$ cat src/rtl/processor_pkg.sv
// Shared processor definitions: store FSM states, sizing constants and the
// word-count clamp used by the store engine.
package processor_pkg;

    localparam int WORDSIZE  = 64;
    localparam int SIZE      = 32;
    localparam int ADDR_W    = 5;
    localparam int CNT_W     = 6;
    localparam int MAX_WORDS = SIZE;

    localparam logic [CNT_W-1:0] COUNT_CLAMP = 6'd32;

    typedef enum logic [2:0] {
        IDLE  = 3'd0,
        RD_RF = 3'd1,
        WR    = 3'd2,
        RB    = 3'd3,
        CHK   = 3'd4,
        DONE  = 3'd5
    } store_state_e;

    function automatic logic [CNT_W-1:0] clamp_count(input logic [CNT_W-1:0] req);
        if (req > COUNT_CLAMP) begin
            return COUNT_CLAMP;
        end else begin
            return req;
        end
    endfunction

endpackage

$ cat src/rtl/store_ptr.sv
// Wrapping address pointer with load and increment; the increment rolls
// over naturally at the top of the address space.
module store_ptr
    import processor_pkg::*;
(
    input  logic              clk,
    input  logic              rst,
    input  logic              load,
    input  logic [ADDR_W-1:0] load_val,
    input  logic              inc,
    output logic [ADDR_W-1:0] ptr
);

    logic [ADDR_W-1:0] ptr_r;

    // Pointer register: load wins over increment
    always_ff @(posedge clk) begin
        if (rst) begin
            ptr_r <= 5'd0;
        end else if (load) begin
            ptr_r <= load_val;
        end else if (inc) begin
            ptr_r <= ptr_r + 5'd1;
        end else begin
            ptr_r <= ptr_r;
        end
    end

    assign ptr = ptr_r;

endmodule

$ cat src/rtl/store_unit.sv
// Register-to-memory store engine: copies a run of register_file words into
// data_memory, reading each word back and stopping at the first mismatch.
module store_unit
    import processor_pkg::*;
#(
    parameter int WORDSIZE = 64
) (
    input  logic                clk,
    input  logic                rst,
    input  logic                start_valid,
    output logic                start_ready,
    input  logic [ADDR_W-1:0]   src_reg,
    input  logic [ADDR_W-1:0]   dst_addr,
    input  logic [CNT_W-1:0]    count,
    output logic                done_valid,
    input  logic                done_ready,
    output logic                error,
    output logic [ADDR_W-1:0]   err_addr,
    output logic [CNT_W-1:0]    words_done,
    output logic [ADDR_W-1:0]   rf_addr,
    input  logic [WORDSIZE-1:0] rf_data,
    output logic [ADDR_W-1:0]   dm_addr,
    output logic [WORDSIZE-1:0] dm_data_input,
    output logic                dm_write_enable,
    output logic                dm_read,
    input  logic [WORDSIZE-1:0] dm_data_output
);

    store_state_e        state_r;
    store_state_e        state_s;
    logic [CNT_W-1:0]    count_r;
    logic [WORDSIZE-1:0] data_r;
    logic                error_r;
    logic [ADDR_W-1:0]   err_addr_r;
    logic [CNT_W-1:0]    words_done_r;

    logic                load_s;
    logic                capture_s;
    logic                advance_s;
    logic                set_err_s;
    logic [ADDR_W-1:0]   reg_ptr_s;
    logic [ADDR_W-1:0]   mem_ptr_s;
    logic [CNT_W-1:0]    clamped_s;
    logic [CNT_W-1:0]    words_inc_s;
    logic                match_s;

    assign clamped_s   = clamp_count(count);
    assign words_inc_s = words_done_r + 6'd1;
    assign match_s     = (dm_data_output == data_r);

    store_ptr u_reg_ptr (
        .clk      (clk),
        .rst      (rst),
        .load     (load_s),
        .load_val (src_reg),
        .inc      (advance_s),
        .ptr      (reg_ptr_s)
    );

    store_ptr u_mem_ptr (
        .clk      (clk),
        .rst      (rst),
        .load     (load_s),
        .load_val (dst_addr),
        .inc      (advance_s),
        .ptr      (mem_ptr_s)
    );

    // State register
    always_ff @(posedge clk) begin
        if (rst) begin
            state_r <= IDLE;
        end else begin
            state_r <= state_s;
        end
    end

    // Next-state and datapath control decode
    always_comb begin
        state_s   = state_r;
        load_s    = 1'b0;
        capture_s = 1'b0;
        advance_s = 1'b0;
        set_err_s = 1'b0;
        case (state_r)
            IDLE: begin
                if (start_valid) begin
                    load_s  = 1'b1;
                    state_s = (clamped_s == 6'd0) ? DONE : RD_RF;
                end else begin
                    state_s = IDLE;
                end
            end
            RD_RF: begin
                capture_s = 1'b1;
                state_s   = WR;
            end
            WR: begin
                state_s = RB;
            end
            RB: begin
                state_s = CHK;
            end
            CHK: begin
                if (match_s) begin
                    advance_s = 1'b1;
                    state_s   = (words_inc_s == count_r) ? DONE : RD_RF;
                end else begin
                    set_err_s = 1'b1;
                    state_s   = DONE;
                end
            end
            DONE: begin
                if (done_ready) begin
                    state_s = IDLE;
                end else begin
                    state_s = DONE;
                end
            end
            default: begin
                state_s = IDLE;
            end
        endcase
    end

    // Run bookkeeping and captured write data
    always_ff @(posedge clk) begin
        if (rst) begin
            count_r      <= 6'd0;
            data_r       <= {WORDSIZE{1'b0}};
            error_r      <= 1'b0;
            err_addr_r   <= 5'd0;
            words_done_r <= 6'd0;
        end else begin
            if (load_s) begin
                count_r      <= clamped_s;
                error_r      <= 1'b0;
                err_addr_r   <= 5'd0;
                words_done_r <= 6'd0;
            end else if (advance_s) begin
                words_done_r <= words_inc_s;
            end else if (set_err_s) begin
                error_r    <= 1'b1;
                err_addr_r <= mem_ptr_s;
            end else begin
                words_done_r <= words_done_r;
            end
            if (capture_s) begin
                data_r <= rf_data;
            end else begin
                data_r <= data_r;
            end
        end
    end

    // Everything below is decoded from registered state only
    assign start_ready     = (state_r == IDLE);
    assign done_valid      = (state_r == DONE);
    assign dm_write_enable = (state_r == WR);
    assign dm_read         = (state_r == RB);
    assign rf_addr         = reg_ptr_s;
    assign dm_addr         = mem_ptr_s;
    assign dm_data_input   = data_r;
    assign error           = error_r;
    assign err_addr        = err_addr_r;
    assign words_done      = words_done_r;

endmodule

$ cat config.mk
export PLATFORM = sky130hd
export DESIGN_NAME = store_unit
export DESIGN_NICKNAME = d
export VERILOG_FILES = /design/src/rtl/processor_pkg.sv /design/src/rtl/store_ptr.sv /design/src/rtl/store_unit.sv
export SDC_FILE = /design/constraint.sdc
export NUM_CORES = 1
export LEC_CHECK = 0
export BUFFER_PORTS_ARGS = -buffer_cell sky130_fd_sc_hd__buf_2
export CAP_MARGIN = 20
export CORE_MARGIN = 5
export CORE_UTILIZATION = 32
export DETAILED_ROUTE_END_ITERATION = 7
export GPL_TIMING_DRIVEN = 0
export HOLD_SLACK_MARGIN = 0.03
export SYNTH_ARGS = -nofsm -noshare
export SYNTH_HDL_FRONTEND = slang
export SYNTH_SLANG_ARGS = --single-unit
$ cat constraint.sdc
create_clock -name clk -period 4.2 [get_ports clk]
set_input_delay 0.63 -clock clk [delete_from_list [all_inputs] [get_ports clk]]
set_output_delay 0.63 -clock clk [all_outputs]
set_load 0.005 [all_outputs]
==> results of run 1 <==
[cell usage in the layout, fill, tap and decap left out, types with 4 or more instances in the layout]
cell | synthesis | layout
nand4_1 | 18 | 18
a311oi_1 | 7 | 7
xnor2_1 | 69 | 69
a31oi_1 | 4 | 4
clkbuf_1 | 28 | 30
a21oi_1 | 83 | 83
nor2_1 | 13 | 13
nand3_1 | 11 | 11
nor4_2 | 4 | 4
or4_1 | 7 | 7
or3_1 | 6 | 6
buf_2 | 1 | 238
dfxtp_1 | 95 | 95
o31ai_1 | 6 | 6
buf_1 | 5 | 5
nand2_1 | 141 | 141
o21ai_0 | 16 | 16
clkbuf_16 | 0 | 9
nand3b_1 | 5 | 5
[kinds of logic after synthesis]
kind of cell    synth area share, %
simple gates                   23.4
compound gates                 15.8
buf+inv                        3.32
xor+xnor                       14.0
fa+ha+maj                     0.843
flops                          42.7
[final cells by class]
cell class / instances / area (um^2)
Timing Repair Buffer: 237 / 1190
Clock buffer: 13 / 260
Antenna cell: 1 / 2.50
Fill cell: 1495 / 7580
Clock inverter: 3 / 65.1
Inverter: 3 / 11.3
Buffer: 35 / 136
Multi-Input combinational cell: 421 / 2400
Tap cell: 180 / 225
Sequential cell: 95 / 1900
[critical path: cells and delay by family]
kind | cells | cell delay, ns
AND/OR/NAND/NOR | 3 | 1.07
buffers and inverters | 3 | 0.64
AO/OA/AOI/OAI | 2 | 0.38
XOR/XNOR | 1 | 0.16
[registers in the layout (all words and copies together) (netlist names)]
| signal | cells |
|---|---|
| error | 1 |
| count_r | 6 |
| dm_data_input | 64 |
| u_mem_ptr.ptr | 5 |
| words_done | 6 |
| err_addr | 5 |
| u_reg_ptr.ptr | 5 |
| state_r | 3 |
[power groups by stage]
stage,Combinational (uW),Sequential [uW],Clock [uW]
after floorplan,211,1030,0
after global placement,418,1040,0
after detailed placement,417,1040,0
after CTS,419,1020,919
after global routing,464,1030,956
final,411,1020,902
[worst max path at each step]
stage                            start               end  slack, ns  cells after the start
floorplan           dm_data_output[22]  u_reg_ptr.ptr[4]       2.02                      6
global placement    dm_data_output[55]     words_done[3]       1.09                      9
detailed placement  dm_data_output[55]     words_done[3]       1.13                      9
CTS                 dm_data_output[55]     words_done[4]       1.49                      9
global route         dm_data_input[55]  u_mem_ptr.ptr[4]       1.27                      8
finish              dm_data_output[55]     words_done[4]       1.53                      9
[through the flow]
| step | util (%) | setup slack (ns) | hold WS, ns | cells |
|---|---|---|---|---|
| after floorplan | - | 2.02 | 0.444 | 554 |
| after global placement | 42.6 | 1.09 | 0.452 | 971 |
| after detailed placement | 42.6 | 1.13 | 0.454 | 971 |
| after CTS | 44.9 | 1.49 | 0.470 | 987 |
| after global routing | 44.9 | 1.27 | 0.493 | 987 |
| final | 44.9 | 1.53 | 0.467 | 988 |
[layer usage]
metal	up-vias	wire [um]	share of wire [%]	track usage (%)
li1	2400	-	-	-
met1	2143	6710	41	23.6
met2	171	8130	50	35.2
met3	14	1320	8.1	6.46
met4	0	195	1.2	5.31
met5	-	0	0	0
==> out/qor.yml, run 1 <==
cts_max_path_buffers: 2
p_leak_uw: 0.00257
core-area_um2: 13800
cts-buffers-inserted: 9
ys_ff_latch: 95
skew_ns: 0.00825
rsz0062_at_grt: "no"
cap_violations: 0
yosysWarnings: 0
reg2reg_slack_ns: 1.54
final_hold_viol_count: 0
crit_required_ns: 4.42
synth_ff_type: "dfxtp_1"
max_slew_margin_pct: 59.5
p_comb_share_pct: 17.6
path_common_cell: "buf_2"
ctsResizeCount: 0
ys_seq_area_share_pct: 42.7
hold_end: "count_r[4]"
netlist_area_um2: 4450
min_path_cells: 2
viasPerCell: 4.79
worstMarginPinSlew_ns: 0.608
avgSynthCellArea_um2: 8.04
remaining_drc_errors: 0
final-max-slew-violation-count: 0
syn_to_final_growth_pct: 39.1
min_path_type: "flip-flop to flip-flop"
ant_nets: 0
p_switching_uw: 628
period_minus_slack_ns: 2.67
insertion_delay_ns: 0.35
grt_max_degree: 15
status: "finished clean"
yosysTopAreaCell: "dfxtp_1"
seqPwrFrac_pct: 43.7
stdcell_area_um2: 6190
synth.area.top_cells: "dfxtp_1 43%, xnor2_1 14%, nand2_1 12%"
place_congestion: 0.823
fin_crit_sh_pct: 63.5
slowest_delay_ns: 0.48
cts_max_level: 3
start_util_pct: 32.3
setup_viol: 0
crit_chain: "buf_2 -> xnor2_1 -> nand4_1 -> nor4_2 -> nand4_2 -> buf_2 -> clkbuf_1 -> o31ai_1 -> a21oi_1"
post_cts_buffers: 0
p_sw_share_pct: 26.9
synthArstFlopShare_pct: 0
rows: 43
cts-root-buf: "clkbuf_16"
endpoint_kind: "flip-flop"
wirelength_um: 16400
timing.reg2reg.worst_path_depth: 8
hold_buffers: 0
antenna_found_initial: 0
dieArea_um2: 16400
max_freq_mhz: 375
hp-start: "count_r[4]"
route.vias.total: 4728
synth.net_count: 705
clkPwrFrac_pct: 38.7
drtIter0Drc: 275
synth.cells.most_frequent: "141 x nand2_1, 95 x dfxtp_1, 83 x a21oi_1"
path_max_fanout: 10
fp.dieH_um: 128
power_uw: 2330
ios: 238
dr.pass1.iters: 5
cp_slowest_cell: "nor4_2"
worstSetupPathType: "input pin to flip-flop"
grt_overflow: 0
synth_edf_count: 0
first_global_vias: 4746
cts_sinks: 95
startpoint_type: "input pin"
rr_endpoint: "words_done[4]"
tns_ns: 0
dp_hpwl_um: 13300
clk_pin_slew_worst_paths_ns: 0.06
final_layout_size_suffix_gt1_share_pct: 32.3
synth_most_common_cell: "nand2_1"
grt_use_total_pct: 20.1
synthCells: 554
grt_pass1_wl_um: 25500
synth_top_area_share_pct: 42.7
die_w_um: 128
cts_tree: "built"
placed_cell_area_um2: 5860
nets: 953
critical_path.reg2reg.startpoint: "dm_data_input[35]"
p_int_uw: 1700
ir_worst_vdd_v: 0.000232
portBuffers: 237
arrival_ns: 2.88
cellPowerDensity_nw_per_um2: 377
synth_cell_types: 41
wl_per_cell_um: 16.5
(Power assumes the default switching activity.)
==> run 2, diff against run 1 <==
- clock period: 4.2 -> 2.36 ns (I/O delays scaled with it)
==> out/qor.yml, run 2 (synthesized netlist as in run 1, its figures left out) <==
cts_tree: "built"
min_path_type: "input pin to flip-flop"
grt_use_total_pct: 20.1  # +0.061 points
critical_path.reg2reg.startpoint: "dm_data_input[48]"
cts-root-buf: "clkbuf_16"
rows: 43  # unchanged
portBuffers: 237  # unchanged
skew_ns: 0.00690  # -0.00135 ns
worstSetupPathType: "flip-flop to flip-flop"
reg2reg_slack_ns: 0.11  # -1.43 ns
final-max-slew-violation-count: 0  # unchanged
stdcell_area_um2: 6350  # +2.5%
clk_pin_slew_worst_paths_ns: 0.07  # about the same
status: "finished clean"
grt_pass1_wl_um: 25600  # +0.33%
setup_viol: 0  # unchanged
fp.dieH_um: 128  # unchanged
hold_buffers: 0  # unchanged
layout_commonest_cell: "buf_2"
endpoint_kind: "flip-flop"
min_path_cells: 3  # +1
worstMarginPinSlew_ns: 0.608  # +0.00000340 ns
drtIter0Drc: 231  # -16%
final_layout_size_suffix_gt1_share_pct: 34.9  # +2.6 points
route.vias.total: 4772  # +0.93%
fin_crit_sh_pct: 95.3
period_minus_slack_ns: 2.25
core-area_um2: 13800  # unchanged
cts_max_level: 3  # unchanged
timing.reg2reg.worst_path_depth: 7  # -1
final_core_util_pct: 46.1  # +1.1 points
viasPerCell: 4.82  # +0.73%
hold_end: "dm_data_input[20]"
path_max_fanout: 6  # -4
antenna_cells: 0  # -1
ir_worst_vdd_v: 0.000409  # +77%
tns_ns: 0  # unchanged
cts-buffers-inserted: 9  # unchanged
insertion_delay_ns: 0.35  # about the same
grt_overflow: 0  # unchanged
dr.pass1.iters: 4  # -1
rr_endpoint: "words_done[3]"
dieArea_um2: 16400  # unchanged
cap_violations: 0  # unchanged
p_leak_uw: 0.00267  # +3.7%
first_global_vias: 4752  # +0.13%
arrival_ns: 2.53  # -0.35 ns
max_freq_mhz: 445
crit_required_ns: 2.64  # -1.78 ns
fillers: 1470  # -1.7%
grt_max_degree: 15  # unchanged
wirelength_um: 16500  # +0.92%
cts_max_path_buffers: 2  # unchanged
ant_nets: 0  # unchanged
largest_reg_flops: 64  # unchanged
cts_sinks: 95  # unchanged
final_hold_viol_count: 0  # unchanged
start_util_pct: 32.3  # unchanged
remaining_drc_errors: 0  # unchanged
mostFrequentLayoutCells: "238 x buf_2, 141 x nand2_1, 91 x dfxtp_1, 82 x a21oi_1, 66 x xnor2_1"
dp_hpwl_um: 13300  # unchanged
cellPowerDensity_nw_per_um2: 659  # +75%
hp-start: "rf_data[20]"
nets: 956  # +0.31%
die_w_um: 128  # unchanged
syn_to_final_growth_pct: 42.6
wl_per_cell_um: 16.7  # +0.72%
place_congestion: 0.823  # unchanged
ios: 238  # unchanged
startpoint_type: "flip-flop"
antenna_found_initial: 0  # unchanged
placed_cell_area_um2: 5860  # unchanged
max_slew_margin_pct: 59.5  # about the same
==> run 2: repair_timing <==
action                                  in CTS  in global routing
endpoints found under the setup margin      23                 16
setup buffers                                2                  0
endpoints found under the hold margin        0                  0
cloned                                       0                  1
resized for setup                            7                 27
pin swaps                                    6                  8
==> run 2: worst max-delay path by stage <==
stage	end	slack (ns)	cells past startpoint	startpoint
after floorplan	u_reg_ptr.ptr[4]	0.45	6	dm_data_input[22]
after detailed placement	words_done[3]	-0.44	9	dm_data_output[55]
after global placement	words_done[3]	-0.48	9	dm_data_output[55]
after global routing	u_reg_ptr.ptr[3]	-0.01	6	dm_data_input[40]
final	words_done[3]	0.11	7	dm_data_input[48]
after CTS	words_done[4]	0.03	8	dm_data_input[35]
==> run 2: worst max-delay path: stages (launching register included) <==
cell and delay, ns:
dfxtp_1 0.40, xnor2_1 0.14, nand4_1 0.21, nor4_2 0.41
nand4_4 0.22, buf_6 0.18, or4_1 0.47, a21oi_1 0.15
==> run 2: cell type report <==
type                       instances  area, um^2  area share [%]
timing repair buffer             240        1210            19.1
sequential                        95        1910            30.0
multi-input combinational        421        2520            39.7
inverter                           3        11.3           0.177
clock buffer                      13         260            4.10
tap                              180         225            3.55
clock inverter                     3        65.1            1.03
buffer                            35         148            2.33
==> run 2: metal layers <==
| metal | GRT usage, % | vias up | routed length, um |
|---|---|---|---|
| li1 | - | 2402 | - |
| met1 | 23.6 | 2185 | 6650 |
| met2 | 35.5 | 171 | 8290 |
| met3 | 6.67 | 14 | 1390 |
| met4 | 5.12 | 0 | 166 |
| met5 | 0 | - | 0 |
==> run 2: power by group <==
part	internal [uW]	total [uW]	switching, uW
combinational	350	754	404
clock	986	1610	623
sequential	1710	1820	108
==> run 2: per-stage QoR <==
step / std cells / total power, uW / hold WS, ns / worst slack (ns)
after floorplan: 554 / 2210 / 0.444 / 0.451
after global placement: 971 / 2590 / 0.452 / -0.479
final: 990 / 4180 / 0.234 / 0.111
after CTS: 989 / 4200 / 0.219 / 0.0339
after global routing: 990 / 4380 / 0.225 / -0.00999
after detailed placement: 971 / 2590 / 0.454 / -0.437
